--- src/rtl/lcd_line_feeder_if.sv ---
// Byte streams around the LCD line feeder: ASCII beats in, command/data bytes out.
interface lcd_line_feeder_if;
    logic [7:0] in_data;
    logic       in_eol;
    logic       in_eol_only;
    logic       in_valid;
    logic       in_ready;
    logic       out_rs;
    logic [7:0] out_db;
    logic       out_valid;
    logic       out_ready;

    modport master (
        output in_data, in_eol, in_eol_only, in_valid,
        input  in_ready,
        input  out_rs, out_db, out_valid,
        output out_ready
    );

    modport slave (
        input  in_data, in_eol, in_eol_only, in_valid,
        output in_ready,
        output out_rs, out_db, out_valid,
        input  out_ready
    );
endinterface

--- src/rtl/lcd_line_feeder.sv ---
// Buffers one display line of ASCII bytes, then replays it to the LCD driver as
// a set-DDRAM-address command followed by DEPTH space-padded character writes.
//
// state | meaning
// FILL  | accepting input bytes into the line buffer
// CMD   | presenting the LINE_ADDR command byte
// CHAR  | presenting stored characters buf[0..count-1]
// PAD   | presenting spaces until DEPTH characters have gone out
module lcd_line_feeder #(
    parameter int         DEPTH     = 16,
    parameter int         ADDR_W    = 4,
    parameter logic [7:0] LINE_ADDR = 8'h80
) (
    input  logic              clk,
    input  logic              rst,
    lcd_line_feeder_if.slave  bus,
    output logic              busy
);
    typedef enum logic [1:0] {FILL, CMD, CHAR, PAD} state_t;

    localparam logic [ADDR_W:0] DEPTH_C = DEPTH[ADDR_W:0];
    localparam logic [7:0]      SPACE   = 8'h20;

    state_t            state, state_nxt;
    logic [ADDR_W:0]   count, count_nxt;
    logic [ADDR_W:0]   idx, idx_nxt;
    logic              out_valid_q, valid_nxt;
    logic              out_rs_q, rs_nxt;
    logic [7:0]        out_db_q, db_nxt;
    logic              wr_en;
    logic              finish;
    logic [7:0]        char_in;
    logic [7:0]        line_buf [2**ADDR_W];

    // Non-printable bytes would show as garbage glyphs, so store '?' instead.
    assign char_in = (bus.in_data < 8'h20 || bus.in_data > 8'h7E) ? 8'h3F : bus.in_data;

    always_comb begin
        state_nxt = state;
        count_nxt = count;
        idx_nxt   = idx;
        valid_nxt = out_valid_q;
        rs_nxt    = out_rs_q;
        db_nxt    = out_db_q;
        wr_en     = 1'b0;
        finish    = 1'b0;
        case (state)
            FILL: begin
                if (bus.in_valid) begin
                    if (!bus.in_eol_only) begin
                        wr_en     = 1'b1;
                        count_nxt = count + 1'b1;
                    end
                    if (bus.in_eol || bus.in_eol_only || count_nxt == DEPTH_C) begin
                        state_nxt = CMD;
                        idx_nxt   = '0;
                        valid_nxt = 1'b1;
                        rs_nxt    = 1'b0;
                        db_nxt    = LINE_ADDR;
                    end
                end
            end
            CMD: begin
                if (bus.out_ready) begin
                    rs_nxt  = 1'b1;
                    idx_nxt = '0;
                    if (count != '0) begin
                        state_nxt = CHAR;
                        db_nxt    = line_buf[0];
                    end else begin
                        state_nxt = PAD;
                        db_nxt    = SPACE;
                    end
                end
            end
            CHAR: begin
                if (bus.out_ready) begin
                    idx_nxt = idx + 1'b1;
                    if (idx_nxt == count) begin
                        if (count < DEPTH_C) begin
                            state_nxt = PAD;
                            db_nxt    = SPACE;
                        end else begin
                            finish = 1'b1;
                        end
                    end else begin
                        db_nxt = line_buf[idx_nxt[ADDR_W-1:0]];
                    end
                end
            end
            PAD: begin
                if (bus.out_ready) begin
                    idx_nxt = idx + 1'b1;
                    if (idx_nxt == DEPTH_C) begin
                        finish = 1'b1;
                    end else begin
                        db_nxt = SPACE;
                    end
                end
            end
            default: state_nxt = FILL;
        endcase
        if (finish) begin
            state_nxt = FILL;
            count_nxt = '0;
            idx_nxt   = '0;
            valid_nxt = 1'b0;
            rs_nxt    = 1'b0;
            db_nxt    = 8'h00;
        end
    end

    always_ff @(posedge clk) begin
        if (rst) begin
            state       <= FILL;
            count       <= '0;
            idx         <= '0;
            out_valid_q <= 1'b0;
            out_rs_q    <= 1'b0;
            out_db_q    <= 8'h00;
        end else begin
            state       <= state_nxt;
            count       <= count_nxt;
            idx         <= idx_nxt;
            out_valid_q <= valid_nxt;
            out_rs_q    <= rs_nxt;
            out_db_q    <= db_nxt;
        end
    end

    always_ff @(posedge clk) begin
        if (wr_en && !rst) begin
            line_buf[count[ADDR_W-1:0]] <= char_in;
        end
    end

    assign bus.in_ready  = (state == FILL);
    assign bus.out_valid = out_valid_q;
    assign bus.out_rs    = out_rs_q;
    assign bus.out_db    = out_db_q;
    assign busy          = (state != FILL);
endmodule

--- src/flat_wrapper.sv ---
// flat-port wrapper written by rule: the top's interface ports become plain ports
module lcd_line_feeder_flat 
#(
    parameter int         DEPTH     = 16,
    parameter int         ADDR_W    = 4,
    parameter logic [7:0] LINE_ADDR = 8'h80
)
  (clk, rst, busy, bus_in_data, bus_in_eol, bus_in_eol_only, bus_in_valid, bus_in_ready, bus_out_rs, bus_out_db, bus_out_valid, bus_out_ready);
  lcd_line_feeder_if bus_i ();
  input  logic clk;
  input  logic rst;
  output logic busy;
  input wire logic [$bits(bus_i.in_data)-1:0] bus_in_data;
  input wire logic [$bits(bus_i.in_eol)-1:0] bus_in_eol;
  input wire logic [$bits(bus_i.in_eol_only)-1:0] bus_in_eol_only;
  input wire logic [$bits(bus_i.in_valid)-1:0] bus_in_valid;
  output wire logic [$bits(bus_i.in_ready)-1:0] bus_in_ready;
  output wire logic [$bits(bus_i.out_rs)-1:0] bus_out_rs;
  output wire logic [$bits(bus_i.out_db)-1:0] bus_out_db;
  output wire logic [$bits(bus_i.out_valid)-1:0] bus_out_valid;
  input wire logic [$bits(bus_i.out_ready)-1:0] bus_out_ready;
  assign bus_i.in_data = bus_in_data;
  assign bus_i.in_eol = bus_in_eol;
  assign bus_i.in_eol_only = bus_in_eol_only;
  assign bus_i.in_valid = bus_in_valid;
  assign bus_in_ready = bus_i.in_ready;
  assign bus_out_rs = bus_i.out_rs;
  assign bus_out_db = bus_i.out_db;
  assign bus_out_valid = bus_i.out_valid;
  assign bus_i.out_ready = bus_out_ready;
  lcd_line_feeder #(.DEPTH(DEPTH), .ADDR_W(ADDR_W), .LINE_ADDR(LINE_ADDR)) u_core (.clk(clk), .rst(rst), .bus(bus_i), .busy(busy));
endmodule
--- config.mk ---
export PLATFORM = sky130hd
export DESIGN_NAME = lcd_line_feeder_flat
export DESIGN_NICKNAME = d
export VERILOG_FILES = /design/src/rtl/lcd_line_feeder_if.sv /design/src/rtl/lcd_line_feeder.sv /design/src/flat_wrapper.sv
export SDC_FILE = /design/constraint.sdc
export NUM_CORES = 1
export LEC_CHECK = 0
export ABC_AREA = 1
export CORE_UTILIZATION = 30
export DETAILED_ROUTE_END_ITERATION = 8
export GPL_ROUTABILITY_DRIVEN = 0
export HOLD_SLACK_MARGIN = 0.15
export REMOVE_ABC_BUFFERS = 1
export SETUP_SLACK_MARGIN = 0.4
export SYNTH_ARGS = -nofsm -noshare
export SYNTH_HDL_FRONTEND = slang
export SYNTH_SLANG_ARGS = --single-unit
--- constraint.sdc ---
create_clock -name clk -period 3 [get_ports clk]
set_input_delay 0.3 -clock clk [delete_from_list [all_inputs] [get_ports clk]]
set_output_delay 0.3 -clock clk [all_outputs]
set_load 0.01 [all_outputs]
==> results.json <==
{
  "worstPathCellList": "ha_1 > buf_4 > xnor2_1 > nand2_1 > nor2_2 > nand4_2 > o21ai_1 > nand2_1 > nand2_2 > buf_4 > a21oi_1",
  "initialDrtViolationCount": 480,
  "cap_violations": 0,
  "worstHoldStart": "u_core.bus.out_rs$_SDFFE_PP0P_",
  "pwr_density_cell_nw_per_um2": 719,
  "ys_seq_area_share_pct": 62.3,
  "drt_pass1_iterations": 5,
  "critPathLaunchType": "register",
  "ys_seq_elements": 150,
  "drv_slew": 0,
  "synth_cell_types": 32,
  "tightest_slew_ns": 0.609,
  "fmax_mhz": 427,
  "wl_per_cell_um": 15.2,
  "min_period_ns": 2.34,
  "status": "finished, final reports clean",
  "dp.cells": 1039,
  "via_per_inst": 4.64,
  "synthToLayoutAreaGrowth_pct": 19.3,
  "critPathMaxFanout": 17,
  "grt_usage_pct": 14.5,
  "diodes": 0,
  "rsz0062_at_grt": "false",
  "cts_tree": "built",
  "nets": 801,
  "peakVddDrop_uv": 403,
  "worst_hold_path.endpoint": "u_core.bus.out_rs$_SDFFE_PP0P_",
  "synth_top_family_by_area": "simple AND/OR/NAND/NOR gates",
  "skew_ns": 0.00833,
  "start_util_pct": 30.5,
  "final_cell_mix": "256 x nand2_1, 128 x edfxtp_1, 106 x nand3_1",
  "antenna_found_initial": 0,
  "ys_warn_count": 0,
  "htreeDepth": 4,
  "holdWs_ns": 0.465,
  "critPathRequiredTime_ns": 3.32,
  "drc_errors": 0,
  "grt_start_max_net_pins": 34,
  "vias": 4983,
  "hold_path_class": "reg2reg",
  "ys_top_cells_by_area": "edfxtp_1 56%, nand2_1 14%, nand3_1 7.7%",
  "cts_buffers": 17,
  "port_buffers": 25,
  "worstReg2RegEnd": "u_core.idx[2]$_SDFFE_PP0P_",
  "cts_max_path_buffers": 2,
  "r2r.worst_path.cells": 11,
  "rrSetupSlack_ns": 0.66,
  "reg2reg_from": "u_core.idx[1]$_SDFFE_PP0P_",
  "synth_compound_area_share_pct": 3.00,
  "cts_hold_buffers": 0,
  "yosys.area_share.xor_xnor_pct": 0.255,
  "finalCritPeriodShare_pct": 78.1,
  "dp_hpwl_um": 11100,
  "synth_fa_ha_area_share_pct": 2.00,
  "ant_nets": 0,
  "ios": 26,
  "routed_wirelength_um": 16300,
  "gr-total-overflow": 0,
  "grt_first_pass_wirelength_um": 25900,
  "holdPathStages": 2,
  "die_h_um": 153,
  "finalHoldViolCount": 0,
  "die_x_um": 153,
  "fillers": 2265,
  "syn_inst": 715,
  "syn-cell-area_um2": 6880,
  "slowest_delay_ns": 0.39,
  "cp.arrival_ns": 2.66,
  "end_kind": "register",
  "post-route-cell-area_um2": 8200,
  "path_clk_slew_ns": 0.07,
  "drive_above_1_share_pct": 11.4,
  "grt_pass1_vias": 4775,
  "core.rowCount": 55,
  "instances_no_fill": 1074,
  "dpl_cell_area_um2": 7610,
  "setup_viol": 0,
  "relSlewSlack_pct": 59.3,
  "synth_mux_area_share_pct": 0,
  "cpMaxStageDelayCell": "ha_1",
  "path_class": "reg2reg",
  "clk_latency_ns": 0.43,
  "final_common_cell": "nand2_1",
  "power_leakage_nw": 3.17,
  "coreArea_um2": 22600,
  "synth-simple-area-share_pct": 27.3,
  "synth_area_per_cell_um2": 9.62,
  "die-area_um2": 23500,
  "cts.sinks": 150,
  "synth.largest_area_cell": "edfxtp_1",
  "clock-root-buffer": "clkbuf_16",
  "synth_top_area_share_pct": 55.9
}
## Yosys cell counts, drive strengths merged
library cell	count
nand2	263
edfxtp	128
nand3	110
inv	52
nor2	41
a21oi	23
buf	23
dfxtp	22
o21ai	14
ha	11
nand4	9
clkbuf	5
or2	4
nor3	3
o211ai	2
clkinv	1
conb	1
o22ai	1
xnor2	1
xor2	1
## sequential cells by signal, summed over array words and instances, names as in the netlist
register,cells
u_core.bus.out_db,8
u_core.idx,5
u_core.count,5
u_core.state,2
u_core.bus.out_valid,1
u_core.line_buf,128
u_core.bus.out_rs,1
## layout make-up
class	instances	area, um^2	area share [%]
tap	285	357	4.35
clock inverter	14	134	1.63
sequential	150	4290	52.2
inverter	53	206	2.52
timing repair buffer	55	488	5.95
clock buffer	18	429	5.23
multi-input combinational	499	2300	28.1
## worst max-delay path, delay by kind of cell (launching register included)
kind	cells	cell delay, ns
buf+inv	2	0.50
compound gates	2	0.20
simple gates	5	0.61
fa+ha+maj	1	0.39
flops	1	0.37
xor+xnor	1	0.14
## worst max path at each step
stage	slack, ns	from	end	depth (start not counted)
after floorplan	-0.68	u_core.idx[0]$_SDFFE_PP0P_	u_core.state[0]$_SDFFE_PP0P_	11
after CTS	0.53	u_core.idx[1]$_SDFFE_PP0P_	u_core.bus.out_db[1]$_SDFFE_PP0P_	12
final	0.66	u_core.idx[1]$_SDFFE_PP0P_	u_core.idx[2]$_SDFFE_PP0P_	11
after detailed placement	0.55	u_core.idx[1]$_SDFFE_PP0P_	u_core.bus.out_db[1]$_SDFFE_PP0P_	12
after global routing	0.44	u_core.idx[1]$_SDFFE_PP0P_	u_core.bus.out_db[0]$_SDFFE_PP0P_	11
after global placement	0.55	u_core.idx[1]$_SDFFE_PP0P_	u_core.bus.out_db[6]$_SDFFE_PP0P_	12
## where the power goes
part           internal, mW  total (mW)  switching, mW
Combinational         0.488        1.47          0.977
Sequential             2.34        2.41         0.0661
Clock                  1.10        2.02          0.927
## layer usage
| metal | vias up | global-route usage [%] | share of wire (%) |
|---|---|---|---|
| li1 | 2505 | - | - |
| met1 | 2328 | 19.5 | 47 |
| met2 | 125 | 23.1 | 47 |
| met3 | 25 | 2.35 | 4.0 |
| met4 | 0 | 6.62 | 2.1 |
| met5 | - | 0 | 0 |
## metrics by stage
step                      utilization, %  setup TNS (ns)  setup slack [ns]  power [mW]
after floorplan                        -          -13.32            -0.683        3.40
after global placement              33.7               0             0.548        3.91
after detailed placement            33.7               0             0.550        3.90
after CTS                           36.2               0             0.534        5.92
after global routing                36.3               0             0.444        6.20
final                               36.3               0             0.657        5.90
## kinds of logic (layout without fill, tap and decap cells)
logic type | after synthesis | after routing
buffers and inverters | 81 | 140
and+or+nand+nor | 430 | 430
DFF | 150 | 150
AOI/OAI and AO/OA | 40 | 40
adders and majority gates | 11 | 11
other | 1 | 16
xor gates and xnor gates | 2 | 2
## timing repair
action / 4_1_cts / 5_1_grt
hold endpoints to repair: 0 / 0
resized for setup: 0 / 3
setup endpoints to repair: 0 / 20
setup buffers: 0 / 3
Note: power is estimated with default switching activity, not from simulation.
